`config.mk`:
```
export PLATFORM = sky130hd
export DESIGN_NAME = gpio_ctrl
export DESIGN_NICKNAME = d
export VERILOG_FILES = /design/src/rtl/gpio_pkg.sv /design/src/rtl/gpio_debounce.sv /design/src/rtl/gpio_ctrl.sv
export SDC_FILE = /design/constraint.sdc
export NUM_CORES = 1
export LEC_CHECK = 0
export CAP_MARGIN = 40
export CORE_ASPECT_RATIO = 0.9
export CORE_MARGIN = 1.5
export CORE_UTILIZATION = 39
export DETAILED_ROUTE_END_ITERATION = 8
export GPL_TIMING_DRIVEN = 0
export PLACE_DENSITY = 0.64
export SYNTH_ARGS = -nofsm -noshare
export SYNTH_HDL_FRONTEND = slang
export SYNTH_HIERARCHICAL = 1
export SYNTH_SLANG_ARGS = --single-unit
```
`constraint.sdc`:
```
create_clock -name clk -period 1.7 [get_ports clk]
set_input_delay 0.425 -clock clk [delete_from_list [all_inputs] [get_ports clk]]
set_output_delay 0.425 -clock clk [all_outputs]
set_load 0.005 [all_outputs]
```
`src/rtl/gpio_pkg.sv`:
```
`default_nettype none
// ============================================================================
//  Module      : gpio_pkg
//  Description : Shared constants and helpers for the gpio_ctrl block:
//                register addresses and the debounce counter width.
//  Revision    : 1.0 - initial release
// ============================================================================
package gpio_pkg;

    // Register map
    localparam logic [2:0] ADDR_IN     = 3'd0;
    localparam logic [2:0] ADDR_OUT    = 3'd1;
    localparam logic [2:0] ADDR_EDGE   = 3'd2;
    localparam logic [2:0] ADDR_IRQ_EN = 3'd3;
    localparam logic [2:0] ADDR_POL    = 3'd4;

    // Debounce counter width. The counter only has to reach DEB_CYCLES-2,
    // so clog2(DEB_CYCLES) bits always suffice; never narrower than 1 bit.
    function automatic int deb_cnt_width(input int deb_cycles);
        int w;
        w = $clog2(deb_cycles);
        return (w < 1) ? 1 : w;
    endfunction

endpackage : gpio_pkg
`default_nettype wire

```
`src/rtl/gpio_debounce.sv`:
```
`default_nettype none
// ============================================================================
//  Module      : gpio_debounce
//  Description : One-bit input conditioner: two-flop synchroniser followed
//                by a hold-time debouncer with single-cycle rise/fall
//                strobes that coincide with the update of 'stable'.
//  Ports       : clk    - system clock
//                rst    - synchronous active-high reset
//                din    - asynchronous pin input
//                stable - debounced level
//                rise   - high in the cycle 'stable' will go 0->1
//                fall   - high in the cycle 'stable' will go 1->0
//  Revision    : 1.0 - initial release
// ============================================================================
module gpio_debounce
    import gpio_pkg::*;
#(
    parameter int DEB_CYCLES = 16
) (
    input  logic clk,
    input  logic rst,
    input  logic din,
    output logic stable,
    output logic rise,
    output logic fall
);

    localparam int CW = deb_cnt_width(DEB_CYCLES);
    // Acceptance happens on the increment that would bring the count to
    // DEB_CYCLES-1, so the compare value is one below that.
    localparam logic [CW-1:0] CNT_LAST = CW'(DEB_CYCLES - 2);

    logic          r_sync1;
    logic          r_sync2;
    logic          r_stable;
    logic [CW-1:0] r_cnt;

    logic w_mismatch;
    logic w_accept;

    assign w_mismatch = r_sync2 ^ r_stable;
    assign w_accept   = w_mismatch && (r_cnt == CNT_LAST);

    always_ff @(posedge clk) begin
        if (rst) begin
            r_sync1  <= 1'b0;
            r_sync2  <= 1'b0;
            r_stable <= 1'b0;
            r_cnt    <= '0;
        end else begin
            r_sync1 <= din;
            r_sync2 <= r_sync1;
            if (!w_mismatch) begin
                r_cnt <= '0;
            end else if (w_accept) begin
                r_stable <= r_sync2;
                r_cnt    <= '0;
            end else begin
                r_cnt <= r_cnt + 1'b1;
            end
        end
    end

    assign stable = r_stable;
    assign rise   = w_accept &  r_sync2;
    assign fall   = w_accept & ~r_sync2;

endmodule : gpio_debounce
`default_nettype wire

```
`src/rtl/gpio_ctrl.sv`:
```
`default_nettype none
// ============================================================================
//  Module      : gpio_ctrl
//  Description : Parametrised GPIO controller. Debounced inputs with sticky
//                polarity-selected edge flags and a maskable level
//                interrupt; a processor-writable output register; single-
//                cycle register bus with registered read data.
//  Ports       : clk, rst        - clock, synchronous active-high reset
//                gpi / gpo       - external input / output pins
//                addr, wr_en,
//                wdata           - register write port
//                rdata           - registered read data for addr
//                irq             - |(EDGE & IRQ_EN)
//  Revision    : 1.0 - initial release
// ============================================================================
module gpio_ctrl
    import gpio_pkg::*;
#(
    parameter int WIDTH      = 8,
    parameter int DEB_CYCLES = 16
) (
    input  logic             clk,
    input  logic             rst,
    input  logic [WIDTH-1:0] gpi,
    output logic [WIDTH-1:0] gpo,
    input  logic [2:0]       addr,
    input  logic             wr_en,
    input  logic [WIDTH-1:0] wdata,
    output logic [WIDTH-1:0] rdata,
    output logic             irq
);

    logic [WIDTH-1:0] w_in;
    logic [WIDTH-1:0] w_rise;
    logic [WIDTH-1:0] w_fall;
    logic [WIDTH-1:0] w_edge_set;
    logic [WIDTH-1:0] w_edge_clr;
    logic [WIDTH-1:0] w_rd;

    logic [WIDTH-1:0] r_out;
    logic [WIDTH-1:0] r_edge;
    logic [WIDTH-1:0] r_irq_en;
    logic [1:0]       r_pol;
    logic [WIDTH-1:0] r_rdata;

    generate
        for (genvar gi = 0; gi < WIDTH; gi++) begin : g_bit
            gpio_debounce #(
                .DEB_CYCLES (DEB_CYCLES)
            ) u_deb (
                .clk    (clk),
                .rst    (rst),
                .din    (gpi[gi]),
                .stable (w_in[gi]),
                .rise   (w_rise[gi]),
                .fall   (w_fall[gi])
            );
        end
    endgenerate

    assign w_edge_set = (w_rise & {WIDTH{r_pol[0]}}) | (w_fall & {WIDTH{r_pol[1]}});
    assign w_edge_clr = (wr_en && (addr == ADDR_EDGE)) ? wdata : '0;

    // Read mux sampled into r_rdata; unmapped addresses return zero.
    always_comb begin
        w_rd = '0;
        case (addr)
            ADDR_IN:     w_rd = w_in;
            ADDR_OUT:    w_rd = r_out;
            ADDR_EDGE:   w_rd = r_edge;
            ADDR_IRQ_EN: w_rd = r_irq_en;
            ADDR_POL:    w_rd[1:0] = r_pol;
            default:     w_rd = '0;
        endcase
    end

    always_ff @(posedge clk) begin
        if (rst) begin
            r_out    <= '0;
            r_edge   <= '0;
            r_irq_en <= '0;
            r_pol    <= '0;
            r_rdata  <= '0;
        end else begin
            r_rdata <= w_rd;
            // Set is OR-ed in after the clear so a simultaneous edge wins.
            r_edge  <= (r_edge & ~w_edge_clr) | w_edge_set;
            if (wr_en) begin
                case (addr)
                    ADDR_OUT:    r_out    <= wdata;
                    ADDR_IRQ_EN: r_irq_en <= wdata;
                    ADDR_POL:    r_pol    <= wdata[1:0];
                    default:     ;
                endcase
            end
        end
    end

    assign gpo   = r_out;
    assign rdata = r_rdata;
    assign irq   = |(r_edge & r_irq_en);

endmodule : gpio_ctrl
`default_nettype wire

```
==> run summary, run 1 <==
CP Class -> reg2out
Max-cap violation count -> 0
Largest net degree at the start of global routing -> 23
Leakage -> 1.76 nW
Worst Path Buf+Inv -> 1
Port buffer count -> 37
Die Ht -> 96.0 um
# nets final -> 464
Predominant post-synthesis flop cell -> dfxtp_1
Cells after Synth -> 378
# setup viols final -> 0
Worst Hold Class -> in2reg
Synth unique cells -> 34
Syn_nets -> 416
Hold path startpoint -> addr[1]
Drt drc -> 0
# Post-CTS Setup Buffers -> 0
Fin. Hold Viols -> 0
Slew margin rel. -> 64.5%
Root buffer cell -> clkbuf_8
Reg clk slew, reported paths -> 80 ps
Syn Area/Cell -> 9.91 sq um
Pre-antenna DRT Iters -> 4
Period minus WS final -> 1640 ps
Fin worst setup slack -> 56.0 ps
DRT iter0 DRCs -> 145
Int Pwr -> 0.00286 W
Wire length per cell -> 13.1 um
Die area -> 10200 sq um
First-pass GRT wire length -> 12200 um
Post-layout power -> 0.00372 W
Clock power frac -> 35.9%
Pre-CTS setup slack -> -1090 ps
Clk_lat worst skew -> 350 ps
Pins Over Slew Limit -> 0
Synthesized flop and latch total -> 90
M2 GR Usage -> 24.4%
Tcrit/Tclk final -> 96.7%
Dominant cell type by area after synthesis -> dfxtp_1
Mapped cell area -> 3750 sq um
PwrDens -> 829 nW/um^2
Worst Reg-to-Reg Cells -> 6
Status -> completed
Maximum root-to-sink buffer count -> 2
Switching Fraction -> 23.1%
TritonCTS clock tree -> built
I/O Pins -> 39
CP max stage cell -> clkdlybuf4s50_1
Gr busiest metal -> met2
Hold depth -> 3
Reg-to-reg slack, setup -> 310 ps
Drt via density -> 4.92
Layout cells sized above 1 -> 10.7%
Critical Path RT -> 1270 ps
Crit path cell chain -> clkdlybuf4s50_1
Synth top area cells -> dfxtp_1, mux2i_1, ha_1, nor2_1, xor2_1
RSZ-0062 raised after global routing -> no
Post-route clock skew -> 9.15 ps
Vias post-DR -> 2720
Total CTS buffers -> 9
Rows -> 33
R2R Path Start -> g_bit[6].u_deb/r_cnt[0]
GR Util met3 -> 2.84%
Die Wd -> 106 um
Worst Hold Path EP -> rdata[0]
Ant. Diodes -> 0
Final WL -> 7270 um
Gpl congestion -> 0.782
Logic pwr share -> 6.0%
VDD IR max -> 0.000338 V
Total track usage -> 15.4%
H-tree Lvls -> 3
Clk sinks -> 90
Final setup TNS -> 0 ps
Dpl hpwl -> 5170 um
Initial antenna violation count -> 0
Top delay family on crit path -> buffers and inverters
Net Switching -> 0.000860 W
Syn-to-layout area delta -> 19.8%
Starting Density -> 40.7%
Grt met1 use -> 20.8%
Core ar. -> 9210 sq um
Gr ovfl total -> 0
Top cell type's share of synthesized area -> 48.1%
Max FO, Critical Path -> 3
Post-Place Cells -> 538
Critical Path Max Stage Delay -> 500 ps
Final Non-Filler Cells -> 553
Fmax -> 0.608 GHz
Worst setup SP type -> register
Part of the power in registers -> 58.1%
Sequential area share after synthesis -> 48.1%
Via count of the first global-routing pass -> 2570
Number of synthesized flops with an enable pin -> 0
Post-route ant nets -> 0
CP arrival -> 1220 ps
Yosys warns -> 6
Transition time of the tightest slew-check pin -> 533 ps
Worst R2R End -> r_edge[6]
Worst Setup End Kind -> output port
Asr flop ratio synth -> 0%
## power by group through the flow
stage | sequential, W | combinational (W) | clock, W
after floorplan | 0.00221 | 0.000114 | 0
after global placement | 0.00221 | 0.000219 | 0
after detailed placement | 0.00221 | 0.000228 | 0
after CTS | 0.00216 | 0.000229 | 0.00136
after global routing | 0.00217 | 0.000245 | 0.00147
final | 0.00216 | 0.000225 | 0.00133
## layer usage
layer | wire length, um | part of all wire, %
met1 | 3540 | 49
met2 | 3290 | 45
met3 | 325 | 4.5
met4 | 108 | 1.5
met5 | 0 | 0
## cells by family after synthesis
group / synth area share (%)
mux: 9.15
fa+ha+maj: 5.34
flops: 48.1
simple gates: 20.9
xor+xnor: 5.61
compound gates: 6.75
buf+inv: 4.11
## cells in the mapped netlist, drive strengths merged, types with 9 or more instances
cell type  count
dfxtp         90
nor3b         16
nor2          52
nand2         25
nand3         16
a21oi         17
mux2i         32
buf            9
inv           16
nor2b         16
xor2          16
ha            16
## through the flow
stage	area [sq um]	util [%]	hold WS [ps]
after floorplan	3750	-	414
after global placement	4270	46.4	426
after detailed placement	4300	46.7	422
after CTS	4490	48.7	412
after global routing	4490	48.8	443
final	4490	48.8	418
## worst reg2reg max path, cell delays in order (launching register included)
cell and delay, ps:
dfxtp_1 390, inv_1 60, ha_1 190, nand3_1 170
nor3b_1 80, a222oi_1 270, a21oi_1 100
## layout by cell type (no fill, tap or decap), types with 2 or more instances in the layout
cell,netlist,routed
a21oi_1,16,16
a222oi_1,8,8
a22oi_1,4,3
and2_1,6,6
and4bb_2,2,2
buf_2,3,3
buf_6,5,5
clkbuf_1,4,2
clkbuf_2,0,2
clkbuf_8,0,11
clkdlybuf4s50_1,0,35
clkinv_2,0,4
dfxtp_1,90,79
dfxtp_2,0,11
ha_1,16,16
inv_1,16,16
mux2i_1,32,32
nand2_1,25,25
nand3_1,16,16
nand3b_1,8,8
nor2_1,52,52
nor2b_1,16,16
nor3b_1,16,16
o22ai_1,6,6
xnor2_1,8,8
xor2_1,16,16
## registers in the layout, summed over array words and instances (netlist names)
signal	count
g_bit.u_deb/stable	8
rdata	8
gpo	8
r_irq_en	8
r_edge	8
g_bit.u_deb/r_sync2	8
g_bit.u_deb/r_cnt	32
g_bit.u_deb/r_sync1	8
r_pol	2
## how the worst max path moves through the flow
stage | cells after the start | start | slack [ps] | end
2_1_floorplan | 5 | addr[2] | 400 | gpo[0]
3_3_place_gp | 4 | rst | -1390 | gpo[3]
3_5_place_dp | 5 | rst | -1090 | gpo[1]
4_1_cts | 5 | rst | 4 | gpo[5]
5_1_grt | 1 | gpo[7] | 20 | gpo[7]
6_report | 1 | gpo[7] | 60 | gpo[7]
## repair_timing
item | 4_1_cts | 5_1_grt
pin swaps | 1 | 1
hold endpoints to repair | 0 | 0
setup endpoints to repair | 29 | 29
resized for setup | 10 | 9
hold buffers | 0 | 0
## cell type report
cell class	count	area, sq um
sequential	90	1820
tap	122	153
fill	873	4720
timing repair buffer	38	394
clock inverter	5	28.8
buffer	12	91.3
inverter	16	60.1
multi-input combinational	259	1800
clock buffer	11	151
(Power assumes the default switching activity.)
==> run 2, diff against run 1 <==
--- a/config.mk
+++ b/config.mk
@@ -8,10 +8,10 @@
 export CAP_MARGIN = 40
 export CORE_ASPECT_RATIO = 0.9
 export CORE_MARGIN = 1.5
-export CORE_UTILIZATION = 39
+export CORE_UTILIZATION = 56
 export DETAILED_ROUTE_END_ITERATION = 8
 export GPL_TIMING_DRIVEN = 0
-export PLACE_DENSITY = 0.64
+export PLACE_DENSITY = 0.85
 export SYNTH_ARGS = -nofsm -noshare
 export SYNTH_HDL_FRONTEND = slang
 export SYNTH_HIERARCHICAL = 1
==> run summary, run 2 (same netlist as run 1, synthesis figures left out) <==
Max FO, Critical Path -> 3
Post-place instance area -> 4240 sq um
Total track usage -> 21.6%
Ant. Diodes -> 0
Critical Path Sink -> gpo[3]
Worst setup SP type -> register
Design Area, Final -> 4480 sq um
Via count of the first global-routing pass -> 2592
Starting Density -> 57.5%
Status -> completed
RSZ-0062 raised after global routing -> no
Transition time of the tightest slew-check pin -> 530 ps
Worst R2R End -> r_edge[3]
Critical Path RT -> 1270 ps
Rows -> 28
Fmax -> 0.610 GHz
Crit path cell chain -> clkdlybuf4s50_1
Period minus WS final -> 1640 ps
Maximum root-to-sink buffer count -> 2
Pins Over Slew Limit -> 0
Wire length per cell -> 13.9 um
Pre-antenna DRT Iters -> 4
TritonCTS clock tree -> built
Layout cells sized above 1 -> 10.6%
CP arrival -> 1210 ps
CP max stage cell -> clkdlybuf4s50_1
First-pass GRT wire length -> 11800 um
Die Ht -> 80.6 um
Root buffer cell -> clkbuf_8
Drt via density -> 5.37
Top delay family on crit path -> buffers and inverters
R2R Path Start -> g_bit[3].u_deb/r_cnt[0]
Syn-to-layout area delta -> 19.5%
Fin. Hold Viols -> 0
Max FFs per register -> 32
Worst path depth -> 1
Dpl hpwl -> 5150 um
Die Wd -> 89.2 um
CP Class -> reg2out
Fin Hold WS -> 403 ps
Tcrit/Tclk final -> 96.5%
Die area -> 7190 sq um
Post-route ant nets -> 0
Port buffer count -> 37
Initial antenna violation count -> 0
Reg clk slew, reported paths -> 90 ps
I/O Pins -> 39
DRT iter0 DRCs -> 191
Most frequent cells in the layout -> dfxtp_1, nor2_1, clkdlybuf4s50_1
Final WL -> 7270 um
Worst Reg-to-Reg Cells -> 6
Largest net degree at the start of global routing -> 19
Post-route clock skew -> 11.1 ps
Gpl congestion -> 0.898
Worst Setup End Kind -> output port
VDD IR max -> 0.000783 V
# setup viols final -> 0
Biggest register -> g_bit.u_deb/r_cnt
H-tree Lvls -> 3
Most common cell after layout, fill and taps aside -> dfxtp_1
Max-cap violation count -> 0
Clk_lat worst skew -> 360 ps
Critical Path Max Stage Delay -> 500 ps
Drt drc -> 0
Slew margin rel. -> 64.7%
Gr ovfl total -> 0
CP Launch Point -> gpo[3]
Worst Hold Class -> in2reg
Vias post-DR -> 2801
Core ar. -> 6520 sq um
PwrDens -> 848 nW/um^2
Clk sinks -> 90
CTS Hold Buffers Added -> 0
Worst Path Buf+Inv -> 1
# nets final -> 465
Total CTS buffers -> 9
Leakage -> 1.79 nW
Reg-to-reg slack, setup -> 280 ps
-- run 2: final cells by class --
cell class              instances  area (sq um)
plain buffers                  13          95.1
clock inverters                 6          67.6
multi-input cells             259          1810
inverters                      16          60.1
flip-flops and latches         90          1810
repair buffers                 38           387
fillers                       518          2040
clock buffers                  10           128
well taps                      90           113
-- run 2: metrics by stage --
step / worst slack, ps / setup TNS [ps] / total power (W) / utilization [%] / instances
finish: 60.1 / 0 / 0.00380 / 68.7 / 522
global route: 14.7 / 0 / 0.00395 / 68.7 / 522
CTS: 5.45 / 0 / 0.00383 / 68.4 / 522
detailed placement: -857 / -27710 / 0.00243 / 65.1 / 506
global placement: -1210 / -55710 / 0.00242 / 64.9 / 505
floorplan: 398 / 0 / 0.00232 / - / 378
-- run 2: worst min-delay path by stage --
stage / from / end / slack, ps / cells after the start
after floorplan: g_bit[0].u_deb/r_sync1 / g_bit[0].u_deb/r_sync2 / 410 / 1
after global placement: g_bit[0].u_deb/r_sync1 / g_bit[0].u_deb/r_sync2 / 420 / 1
after detailed placement: g_bit[7].u_deb/r_sync1 / g_bit[7].u_deb/r_sync2 / 420 / 1
after CTS: addr[1] / rdata[0] / 370 / 3
after global routing: addr[1] / rdata[0] / 390 / 3
final: addr[1] / rdata[0] / 400 / 3
-- run 2: where the power goes --
part / internal, W / switching, W / total, W
Combinational: 0.000115 / 0.000108 / 0.000223
Clock: 0.000681 / 0.000732 / 0.00141
Sequential: 0.00214 / 0.0000230 / 0.00216
Total: 0.00294 / 0.000862 / 0.00380
-- run 2: metal layers --
layer | wire length [um] | part of all wire, % | up-vias | GRT usage [%]
met4 | 78 | 1.1 | 0 | 6.62
met3 | 558 | 7.7 | 11 | 6.47
met5 | 0 | 0 | - | 0
li1 | - | - | 1387 | -
met2 | 3420 | 47 | 82 | 34.3
met1 | 3210 | 44 | 1321 | 28.3
-- run 2: timing repair --
item,CTS,global route
endpoints found under the setup margin,25,20
gates resized for setup,12,12
pin swaps,1,0
buffers inserted,0,0
==> run 3, diff against run 2 <==
--- a/config.mk
+++ b/config.mk
@@ -12,6 +12,7 @@
 export DETAILED_ROUTE_END_ITERATION = 8
 export GPL_TIMING_DRIVEN = 0
 export PLACE_DENSITY = 0.85
+export REMOVE_ABC_BUFFERS = 1
 export SYNTH_ARGS = -nofsm -noshare
 export SYNTH_HDL_FRONTEND = slang
 export SYNTH_HIERARCHICAL = 1
==> run summary, run 3 (same netlist as run 1, synthesis figures left out) <==
CP Launch Point -> gpo[3]
# setup viols final -> 0
Total track usage -> 20.7%
# nets final -> 454
Slew margin rel. -> 63.2%
RSZ-0062 raised after global routing -> no
Vias post-DR -> 2685
Via count of the first global-routing pass -> 2508
Highest Signal Layer -> met4
Die Wd -> 89.2 um
TritonCTS clock tree -> built
Critical Path RT -> 1270 ps
I/O Pins -> 39
Root buffer cell -> clkbuf_8
Largest net degree at the start of global routing -> 35
Period minus WS final -> 1660 ps
Final core utilization -> 67.8%
Reg clk slew, reported paths -> 90 ps
Ant. Diodes -> 0
Wire length per cell -> 13.8 um
Reg-to-reg slack, setup -> 260 ps
Syn-to-layout area delta -> 17.9%
Max FFs per register -> 32
Critical Path Max Stage Delay -> 520 ps
Status -> completed
Worst setup SP type -> register
Gpl congestion -> 0.759
Max FO, Critical Path -> 3
Fmax -> 0.603 GHz
Met3 Wirelength -> 303 um
Hold path startpoint -> g_bit[1].u_deb/r_sync1
Dpl hpwl -> 4840 um
Fin Hold WS -> 440 ps
Post-Place Cells -> 495
Leakage -> 1.71 nW
Final WL -> 7050 um
Drt drc -> 0
Worst Setup End Kind -> output port
DRT iter0 DRCs -> 138
Pre-antenna DRT Iters -> 4
Drt via density -> 5.25
Critical Path Sink -> gpo[3]
Final Non-Filler Cells -> 511
Port buffer count -> 38
Maximum root-to-sink buffer count -> 2
Total CTS buffers -> 9
Met2 wire len -> 3450 um
CP max stage cell -> clkdlybuf4s50_1
Crit path cell chain -> clkdlybuf4s50_1
Fillers -> 507
Max-cap violation count -> 0
Pins Over Slew Limit -> 0
Post-route clock skew -> 8.66 ps
Gr ovfl total -> 0
Biggest register -> g_bit.u_deb/r_cnt
CP arrival -> 1230 ps
Clk sinks -> 90
Fin. Hold Viols -> 0
R2R Path Start -> g_bit[2].u_deb/r_cnt[0]
Layout cells sized above 1 -> 8.79%
First-pass GRT wire length -> 11300 um
Worst Path Buf+Inv -> 1
Worst Hold Class -> reg2reg
Worst R2R End -> r_edge[2]
Worst Reg-to-Reg Cells -> 6
Top delay family on crit path -> buffers and inverters
Initial antenna violation count -> 0
Clk_lat worst skew -> 360 ps
# Post-CTS Setup Buffers -> 0
Rows -> 28
Hold depth -> 1
CTS Hold Buffers Added -> 0
Die area -> 7190 sq um
CP Class -> reg2out
Post-route ant nets -> 0
WL met1 -> 3180 um
Die Ht -> 80.6 um
H-tree Lvls -> 3
Worst path depth -> 1
Tcrit/Tclk final -> 97.6%
Starting Density -> 57.5%
Most frequent cells in the layout -> dfxtp_1, nor2_1, clkdlybuf4s50_1
PwrDens -> 878 nW/um^2
Core ar. -> 6520 sq um
VDD IR max -> 0.000658 V
Most common cell after layout, fill and taps aside -> dfxtp_1
Transition time of the tightest slew-check pin -> 552 ps
run 3: repair_timing:
action | CTS | global route
resized for setup | 6 | 11
setup endpoints to repair | 25 | 9
pin swaps | 2 | 1
run 3: area by class of cell:
class	count	area, sq um	area share (%)
clock buffers	11	151	3.43
repair buffers	40	404	9.15
inverters	16	60.1	1.36
flip-flops and latches	90	1810	41.0
multi-input cells	259	1810	41.1
well taps	90	113	2.55
clock inverters	5	62.6	1.42
run 3: how the worst min path moves through the flow:
stage	end	slack, ps
after floorplan	g_bit[0].u_deb/r_sync2	410
after global placement	g_bit[3].u_deb/r_sync2	420
after detailed placement	g_bit[1].u_deb/r_sync2	420
after CTS	g_bit[1].u_deb/r_sync2	440
after global routing	g_bit[1].u_deb/r_sync2	460
final	g_bit[1].u_deb/r_sync2	440
run 3: per-layer routing:
| layer | up-vias | GRT usage, % |
|---|---|---|
| met5 | - | 0 |
| met2 | 46 | 35.6 |
| li1 | 1366 | - |
| met1 | 1261 | 24.9 |
| met3 | 12 | 5.04 |
| met4 | 0 | 7.54 |
run 3: where the power goes:
| part | switching, W | total, W | leakage, nW | internal (W) |
|---|---|---|---|---|
| clock network | 0.000742 | 0.00151 | 0.102 | 0.000764 |
| logic | 0.0000998 | 0.000206 | 0.876 | 0.000106 |
| registers | 0.0000268 | 0.00217 | 0.734 | 0.00214 |
run 3: stage by stage:
step / power [W] / setup WS [ps] / TNS, ps / instance area, sq um
global placement: 0.00241 / -1530 / -97750 / 4150
CTS: 0.00390 / -22.7 / -22.7 / 4400
floorplan: 0.00229 / 453 / 0 / 3650
detailed placement: 0.00242 / -600 / -14060 / 4180
global route: 0.00401 / 4.92 / 0 / 4420
finish: 0.00388 / 40.4 / 0 / 4420
